### src/rtl/led_chaser_pkg.sv
// Shared pattern/direction/phase encodings for the multi-pattern LED chaser.
// Latency: n/a (types only). Backpressure: n/a.
package led_chaser_pkg;

    typedef enum logic [1:0] {
        MODE_SHL    = 2'b00,
        MODE_SHR    = 2'b01,
        MODE_BOUNCE = 2'b10,
        MODE_FILL   = 2'b11
    } mode_e;

    typedef enum logic {
        DIR_UP   = 1'b0,
        DIR_DOWN = 1'b1
    } dir_e;

    typedef enum logic {
        PH_FILL  = 1'b0,
        PH_DRAIN = 1'b1
    } phase_e;

endpackage

### src/rtl/led_chaser_multi_prescaler.sv
// Programmable step prescaler: step is high on every (div+1)th enabled clki edge.
// Latency: step is combinational from the count; en=0 freezes the count (no step lost).
import led_chaser_pkg::*;

module tick_prescaler #(
    parameter int DIV_W = 24
) (
    input  logic             clki,
    input  logic             rs,
    input  logic             en,
    input  logic [DIV_W-1:0] div,
    output logic             step
);

    logic [DIV_W-1:0] cnt_q;
    logic [DIV_W-1:0] cnt_d;

    // >= rather than == so that shrinking div below the running count steps at once
    always_comb begin
        step  = en && (cnt_q >= div);
        cnt_d = cnt_q;
        if (step) begin
            cnt_d = '0;
        end else if (en) begin
            cnt_d = cnt_q + DIV_W'(1);
        end
    end

    always_ff @(posedge clki) begin
        if (!rs) begin
            cnt_q <= '0;
        end else begin
            cnt_q <= cnt_d;
        end
    end

endmodule

### src/rtl/led_chaser_multi.sv
// Multi-pattern LED chaser (shift-left/right, bounce, fill/drain) with step and wrap pulses.
// Latency: led/tick/wrap registered, updated one edge after the prescaler step; en=0 holds everything.
import led_chaser_pkg::*;

module led_chaser_multi #(
    parameter int N_LED = 8,
    parameter int DIV_W = 24
) (
    input  logic             clki,
    input  logic             rs,
    input  logic             en,
    input  logic [1:0]       mode,
    input  logic [DIV_W-1:0] div,
    output logic [N_LED-1:0] led,
    output logic             tick,
    output logic             wrap
);

    localparam logic [N_LED-1:0] LED_LO  = N_LED'(1);
    localparam logic [N_LED-1:0] LED_HI  = LED_LO << (N_LED - 1);
    localparam logic [N_LED-1:0] LED_ALL = '1;

    function automatic logic [N_LED-1:0] seed_of(input mode_e m);
        return (m == MODE_SHR) ? LED_HI : LED_LO;
    endfunction

    logic             step;
    mode_e            mode_in;
    logic             one_hot;
    mode_e            mode_q,  mode_d;
    logic [N_LED-1:0] led_q,   led_d;
    dir_e             dir_q,   dir_d;
    phase_e           phase_q, phase_d;
    logic             tick_q,  tick_d;
    logic             wrap_q,  wrap_d;

    tick_prescaler #(
        .DIV_W (DIV_W)
    ) u_prescaler (
        .clki (clki),
        .rs   (rs),
        .en   (en),
        .div  (div),
        .step (step)
    );

    assign mode_in = mode_e'(mode);
    assign one_hot = (led_q != '0) && ((led_q & (led_q - LED_LO)) == '0);

    always_comb begin
        mode_d  = mode_q;
        led_d   = led_q;
        dir_d   = dir_q;
        phase_d = phase_q;
        tick_d  = step;
        wrap_d  = 1'b0;
        if (step) begin
            if (mode_in != mode_q) begin
                mode_d  = mode_in;
                led_d   = seed_of(mode_in);
                dir_d   = DIR_UP;
                phase_d = PH_FILL;
            end else if (mode_q != MODE_FILL && !one_hot) begin
                // single-dot modes recover from any corrupted pattern
                led_d = seed_of(mode_q);
                dir_d = DIR_UP;
            end else begin
                case (mode_q)
                    MODE_SHL: begin
                        led_d  = {led_q[N_LED-2:0], led_q[N_LED-1]};
                        wrap_d = led_q[N_LED-1];
                    end
                    MODE_SHR: begin
                        led_d  = {led_q[0], led_q[N_LED-1:1]};
                        wrap_d = led_q[0];
                    end
                    MODE_BOUNCE: begin
                        if ((dir_q == DIR_UP && led_q[N_LED-1]) ||
                            (dir_q == DIR_DOWN && !led_q[0])) begin
                            dir_d  = DIR_DOWN;
                            led_d  = led_q >> 1;
                            wrap_d = ((led_q >> 1) == LED_LO);
                        end else begin
                            dir_d = DIR_UP;
                            led_d = led_q << 1;
                        end
                    end
                    MODE_FILL: begin
                        if (phase_q == PH_FILL) begin
                            led_d  = (led_q << 1) | LED_LO;
                            wrap_d = (led_q == '0);
                            if (((led_q << 1) | LED_LO) == LED_ALL) begin
                                phase_d = PH_DRAIN;
                            end
                        end else begin
                            led_d = led_q << 1;
                            if ((led_q << 1) == '0) begin
                                phase_d = PH_FILL;
                            end
                        end
                    end
                    default: begin
                        led_d = seed_of(mode_q);
                    end
                endcase
            end
        end
    end

    always_ff @(posedge clki) begin
        if (!rs) begin
            mode_q  <= MODE_SHL;
            led_q   <= LED_LO;
            dir_q   <= DIR_UP;
            phase_q <= PH_FILL;
            tick_q  <= 1'b0;
            wrap_q  <= 1'b0;
        end else begin
            mode_q  <= mode_d;
            led_q   <= led_d;
            dir_q   <= dir_d;
            phase_q <= phase_d;
            tick_q  <= tick_d;
            wrap_q  <= wrap_d;
        end
    end

    assign led  = led_q;
    assign tick = tick_q;
    assign wrap = wrap_q;

endmodule

### config.mk
export PLATFORM = sky130hd
export DESIGN_NAME = led_chaser_multi
export DESIGN_NICKNAME = d
export VERILOG_FILES = /design/src/rtl/led_chaser_pkg.sv /design/src/rtl/led_chaser_multi_prescaler.sv /design/src/rtl/led_chaser_multi.sv
export SDC_FILE = /design/constraint.sdc
export NUM_CORES = 1
export LEC_CHECK = 0
export ABC_AREA = 1
export BUFFER_PORTS_ARGS = -buffer_cell sky130_fd_sc_hd__buf_2
export CAP_MARGIN = 30
export CORE_MARGIN = 10
export CORE_UTILIZATION = 30
export DETAILED_ROUTE_END_ITERATION = 10
export PLACE_DENSITY = 0.49
export SKIP_LAST_GASP = 1
export SYNTH_ARGS = -nofsm -noshare
export SYNTH_HDL_FRONTEND = slang
export SYNTH_SLANG_ARGS = --single-unit
### constraint.sdc
create_clock -name clki -period 1.69 [get_ports clki]
set_input_delay 0.0845 -clock clki [delete_from_list [all_inputs] [get_ports clki]]
set_output_delay 0.0845 -clock clki [all_outputs]
set_load 0.05 [all_outputs]
Word-level counts from Yosys, hierarchy flattened:

Index checks and enable logic that the tools add are counted.

* register bits: 38
* bits of input ports: 29
* output and inout bits: 10
* logic and storage cells: 63

* add/sub/neg operators: 2
* $lt $le $gt $ge: 1
* eq/ne operators: 9
* mux-type cells: 20
* bitwise logic cells: 4
* reduce and logical (&&, ||, !) cells: 20

Operators with widths (number)
* $mux W8: 5
* $pmux W8 S4: 1
* $add A24 B1 Y24 const B: 1
* $ge A24 B24 Y1: 1
* $logic_not A8 Y1: 3
* $mux W1: 13
* $and A8 B8 Y8: 1
* $reduce_bool A8 Y1: 1
* $sub A8 B1 Y8 const B: 1
* $eq A7 B1 Y1 const B: 1
* $eq A7 B7 Y1 const B: 1
* $logic_and A1 B1 Y1: 5
* $eq A2 B1 Y1 const B: 2
* $eq A2 B2 Y1 const B: 2
* $ne A2 B2 Y1 const B: 2
* $pmux W1 S4: 1
* $reduce_and A2 Y1: 2
* $reduce_or A4 Y1: 1
* $not A1 Y1: 3
* $reduce_and A3 Y1: 1
* $reduce_bool A3 Y1: 1
* $logic_not A1 Y1: 2
* $logic_not A2 Y1: 1
* $ne A2 B2 Y1: 1
* other kinds (3): 3

Logic depth before layout (Yosys ltp):

* word-level depth: 8
* gate-level depth with buffers: 16

Modules after synthesis:

Synthesis repeated with hierarchy kept, for this count alone.

* cells, all modules: 423
* area, all modules: 2842.7 µm²

By module, submodules not included
* tick_prescaler: times used 1, cells an instance 289, area an instance 1971.9 µm²
* led_chaser_multi: times used 1, cells an instance 134, area an instance 870.8 µm²

Least setup slack after synthesis:

No wires, ideal clock.

* kind: register to register
* start: register led_q[7] (netlist: led[7])
* end: register led_q[7] (netlist: led[7])
* arrival: 1733 ps
* setup slack: -156 ps
* stages on the path, launching flop included: 12
* path buffers: 0
* period minus slack after synthesis: 1846 ps
* cells stage by stage: dfxtp_1 > inv_1 > o21ai_0 > nand2_1 > nand2_1 > o21ai_0 > nand2_1 > nand2_1 > nand2_1 > nand2_1 > nand2_1 > nand2_1

* longest elaborated chain between the ends: 8
* elaborated cells between the ends (all ways): 13

RTL lines
* start: declaration: RTL line led_chaser_multi.sv:31 `logic [N_LED-1:0] led_q, led_d;`
* start signal: assignment: RTL line led_chaser_multi.sv:120 `led_q <= led_d;`
* $sub A8 B1 Y8: RTL line led_chaser_multi.sv:48 `assign one_hot = (led_q != '0) && ((led_q & (led_q - LED_LO)) == '0);`
* $and A8 B8 Y8: RTL line led_chaser_multi.sv:48
* $logic_not A8 Y1: RTL line led_chaser_multi.sv:48
* $logic_and A1 B1 Y1: RTL line led_chaser_multi.sv:48
* $logic_not A1 Y1: RTL line led_chaser_multi.sv:63 `end else if (mode_q != MODE_FILL && !one_hot) begin`
* $logic_and A1 B1 Y1: RTL line led_chaser_multi.sv:63
* $mux W8 *: RTL line led_chaser_multi.sv:63
* $mux W8 *: RTL line led_chaser_multi.sv:58 `if (mode_in != mode_q) begin`

Mark *: on every way between the ends. The rest lies on a longest branch, timed or not.
A chain may end at the register's enable or synchronous reset.

Worst setup path in the final report:

* start: register u_prescaler.cnt_q[21]
* end: register led_q[4] (netlist: led[4])

* longest elaborated chain between the ends: 2

RTL lines
* start: declaration: RTL line led_chaser_multi_prescaler.sv:15 `logic [DIV_W-1:0] cnt_q;`
* start signal: assignment: RTL line led_chaser_multi_prescaler.sv:33 `cnt_q <= cnt_d;`
* $ge A24 B24 Y1: RTL line led_chaser_multi_prescaler.sv:20 `step = en && (cnt_q >= div);`
* $logic_and A1 B1 Y1: RTL line led_chaser_multi_prescaler.sv:20

No other way between the ends.

==> impl_metrics.yaml <==
status:
  status: "finished with violations"
  violations: "negative setup slack"
critical_path:
  end_kind: "register"
  cp.depth: 15
  crit_top_cell: "nand2_1"
  worst_ep_required_time_ns: 1.88
  crit_chain: "ha_4 -> nand2_4 -> nor2_4 -> nand2_1 -> nor2_1 -> nand2_1 -> nand2_1 -> nor2_2 -> nand2_2 -> nand2_4 -> nand2_8 -> inv_4 -> buf_12 -> nand2_1 -> nand2_1"
  crit_path_start: "u_prescaler.cnt_q[21]$_SDFFE_PP0P_"
  r2r_end: "led[4]$_SDFFE_PN0P_"
  start_kind: "register"
  worstPathArrival_ns: 1.99
  cp_slowest_cell: "dfxtp_2"
  max_stage_delay_ns: 0.34
  cp_num_buf_inv: 2
  crit_fanout: 6
  reg2reg_slack_ns: -0.11
  worst-setup-path-type: "reg -> reg"
  r2r-start: "u_prescaler.cnt_q[21]$_SDFFE_PP0P_"
  ff2ff_path_depth: 15
  endpoint: "led[4]$_SDFFE_PN0P_"
  critPathTopFamily: "simple AND/OR/NAND/NOR gates"
pwr:
  p_leak_nw: 1.898
  pwr-share-comb: 0.132
  switchingPower_w: 0.0004834
  pwr-share-clk: 0.374
  swShare: 0.2652
  ir_drop_mv: 0.2681
  power_frac_seq: 0.494
  cell_internal_pwr_w: 0.001339
  finalPower_w: 0.001823
  power_density_mw_per_mm2: 446.6
routing:
  dr_wl_met3_um: 415
  drc_errors: 0
  routed_wl_mm: 7.747
  wl_met2_mm: 3.476
  first_iter_violations: 102
  vias: 2833
  drtPass1Iterations: 4
  wl_per_cell_um: 12.42
  vias_per_cell: 4.540
  highest_layer: "met4"
  wl_met1_mm: 3.731
  drtAntennaViolNets: 0
sta:
  fmax_mhz: 554.4
  finalCritPeriodShare: 1.067
  timing.hold.ws_ns: 0.01832
  tightest_slew_ns: 0.3907
  timing.final.ws_setup_ns: -0.1139
  rsz0062_at_grt: "true"
  finalCriticalPeriod_ns: 1.804
  maxSlewHeadroom: 0.7375
  fin_skew_ns: 0.01163
  slew_violations: 0
  hold_violations: 0
  setup_violations: 36
placement:
  gp_congestion: 0.8274
  portBuffers: 38
  dp_hpwl_mm: 5.795
cts:
  cts_buffer_depth: 2
  cts.clk_slew.worst_paths_ns: 0.09
  cts_tree: "done"
  holdBufCountCts: 0
  root_buffer: "clkbuf_8"
  cts_buffers: 5
  cts_sinks: 38
  h-tree-depth: 2
  clk_latency_ns: 0.30
synth:
  synth_edf_count: 0
  syn_area_sq_mm: 0.002688
  yosys_warnings: 0
  synth_seq_cells: 38
  synthesis.instances: 414
  async_flop_share: 0
  syn-num-nets: 468
  synth_cell_types: 29
  synthFlopType: "dfxtp_1"
  seq_area_frac_synth: 0.2831
  avgSynthCellArea_sq_um: 6.492
global_routing:
  antenna_found_initial: 0
  track_usage: 0.1201
  grt_overflow: 0
  grt_max_degree: 14
  grt_pass1_wl_mm: 13.10
  grt_pass1_vias: 2868
die:
  die_y_um: 114.7
  die_area_sq_mm: 0.01314
  die_w_um: 114.7
  coreArea_sq_mm: 0.008721
  io_pins: 39
  num_rows: 34
  initial_utilization: 0.3082
finish:
  drive_gt1_frac: 0.4050
  post-route-util: 0.4680
  final_net_count: 569
  final_cell_mix: "nand2_1, inv_1, buf_4, buf_2, nor2_1"
  layout_commonest_cell: "nand2_1"
  antenna_cells: 0
  fill_cells: 892
  area_growth_pct: 51.86
run:
  cap_violations: 0
worst_hold_path:
  hold_class: "in -> reg"
[per-layer routing]
metal,track usage,vias to the layer above
met5,0,-
met4,0.03592,0
met3,0.02987,9
met2,0.1895,53
met1,0.1567,1259
li1,-,1512
[how the worst min path moves through the flow]
stage	start	endpoint	slack, ns	cells past startpoint
detailed placement	mode[0]	mode_q[0]$_SDFFE_PN0P_	0.33	3
CTS	mode[0]	mode_q[0]$_SDFFE_PN0P_	0.02	3
finish	mode[0]	mode_q[0]$_SDFFE_PN0P_	0.02	3
global route	mode[0]	mode_q[0]$_SDFFE_PN0P_	0.03	3
floorplan	mode[0]	mode_q[0]$_SDFFE_PN0P_	0.20	2
global placement	mode[0]	mode_q[0]$_SDFFE_PN0P_	0.32	3
[power groups by stage]
| stage | logic (W) | registers (W) | clock network, W |
|---|---|---|---|
| floorplan | 0.0000846 | 0.000922 | 0 |
| global placement | 0.000163 | 0.000922 | 0 |
| detailed placement | 0.000167 | 0.000922 | 0 |
| CTS | 0.000240 | 0.000902 | 0.000697 |
| global route | 0.000269 | 0.000902 | 0.000751 |
| finish | 0.000240 | 0.000901 | 0.000682 |
[sequential cells by signal (all words and copies together), names as in the netlist]
signal             cells
u_prescaler.cnt_q     24
wrap                   1
dir_q                  1
led                    8
tick                   1
mode_q                 2
phase_q                1
[worst reg2reg max path, delay by kind of cell, from the launching register on]
kind	cells	cell delay, ns
DFF	1	0.34
buffers and inverters	2	0.17
adders and majority gates	1	0.28
and+or+nand+nor	12	0.88
[repair_timing]
action	4_1_cts	5_1_grt
resized for setup	65	44
pin swaps	10	24
setup endpoints to repair	38	38
setup buffers	7	7
cloned	2	0
[synthesized netlist by cell type (2+ instances only)]
cell type,number,share of area
xnor2_1,5,0.016
a31oi_1,2,0.0047
nor2_2,6,0.014
nor2_1,53,0.074
a21oi_1,15,0.028
inv_1,64,0.089
nand4_1,9,0.021
nor3_1,7,0.013
nor3b_1,2,0.0056
dfxtp_1,38,0.28
nand2_1,121,0.17
o21ai_0,13,0.024
nor2_4,3,0.013
xor2_1,12,0.039
nand2_2,4,0.0093
nor4_1,2,0.0047
ha_1,25,0.12
nand3_1,21,0.039
buf_2,2,0.0037
[metrics by stage]
stage / TNS (ns) / cells / cell area, sq um / worst slack [ns]
after floorplan: 0 / 414 / 2710 / 0.001195
final: -1.920 / 624 / 4081 / -0.1139
after global routing: -5.850 / 624 / 4081 / -0.2306
after detailed placement: -5.919 / 604 / 3391 / -0.1953
after global placement: -4.445 / 604 / 3391 / -0.1543
after CTS: -2.836 / 621 / 3936 / -0.1186
[final cells by class]
type                    count  area (sq um)  share of cell area
multi-input cells         309          2120              0.5193
flip-flops and latches     38         790.8              0.1937
repair buffers             96         694.4              0.1701
inverters                  65         246.5             0.06039
well taps                 108         135.1             0.03311
clock buffers               6         82.58             0.02023
clock inverters             2         12.51            0.003066
[logic make-up (layout without fill, tap and decap cells)]
| family | Yosys count | after routing | synth area share |
|---|---|---|---|
| simple gates | 233 | 233 | 0.3822 |
| buf+inv | 67 | 169 | 0.09451 |
| flops | 38 | 38 | 0.2831 |
| compound gates | 34 | 34 | 0.06844 |
| fa+ha+maj | 25 | 25 | 0.1164 |
| xor+xnor | 17 | 17 | 0.05540 |
(Power assumes the default switching activity.)
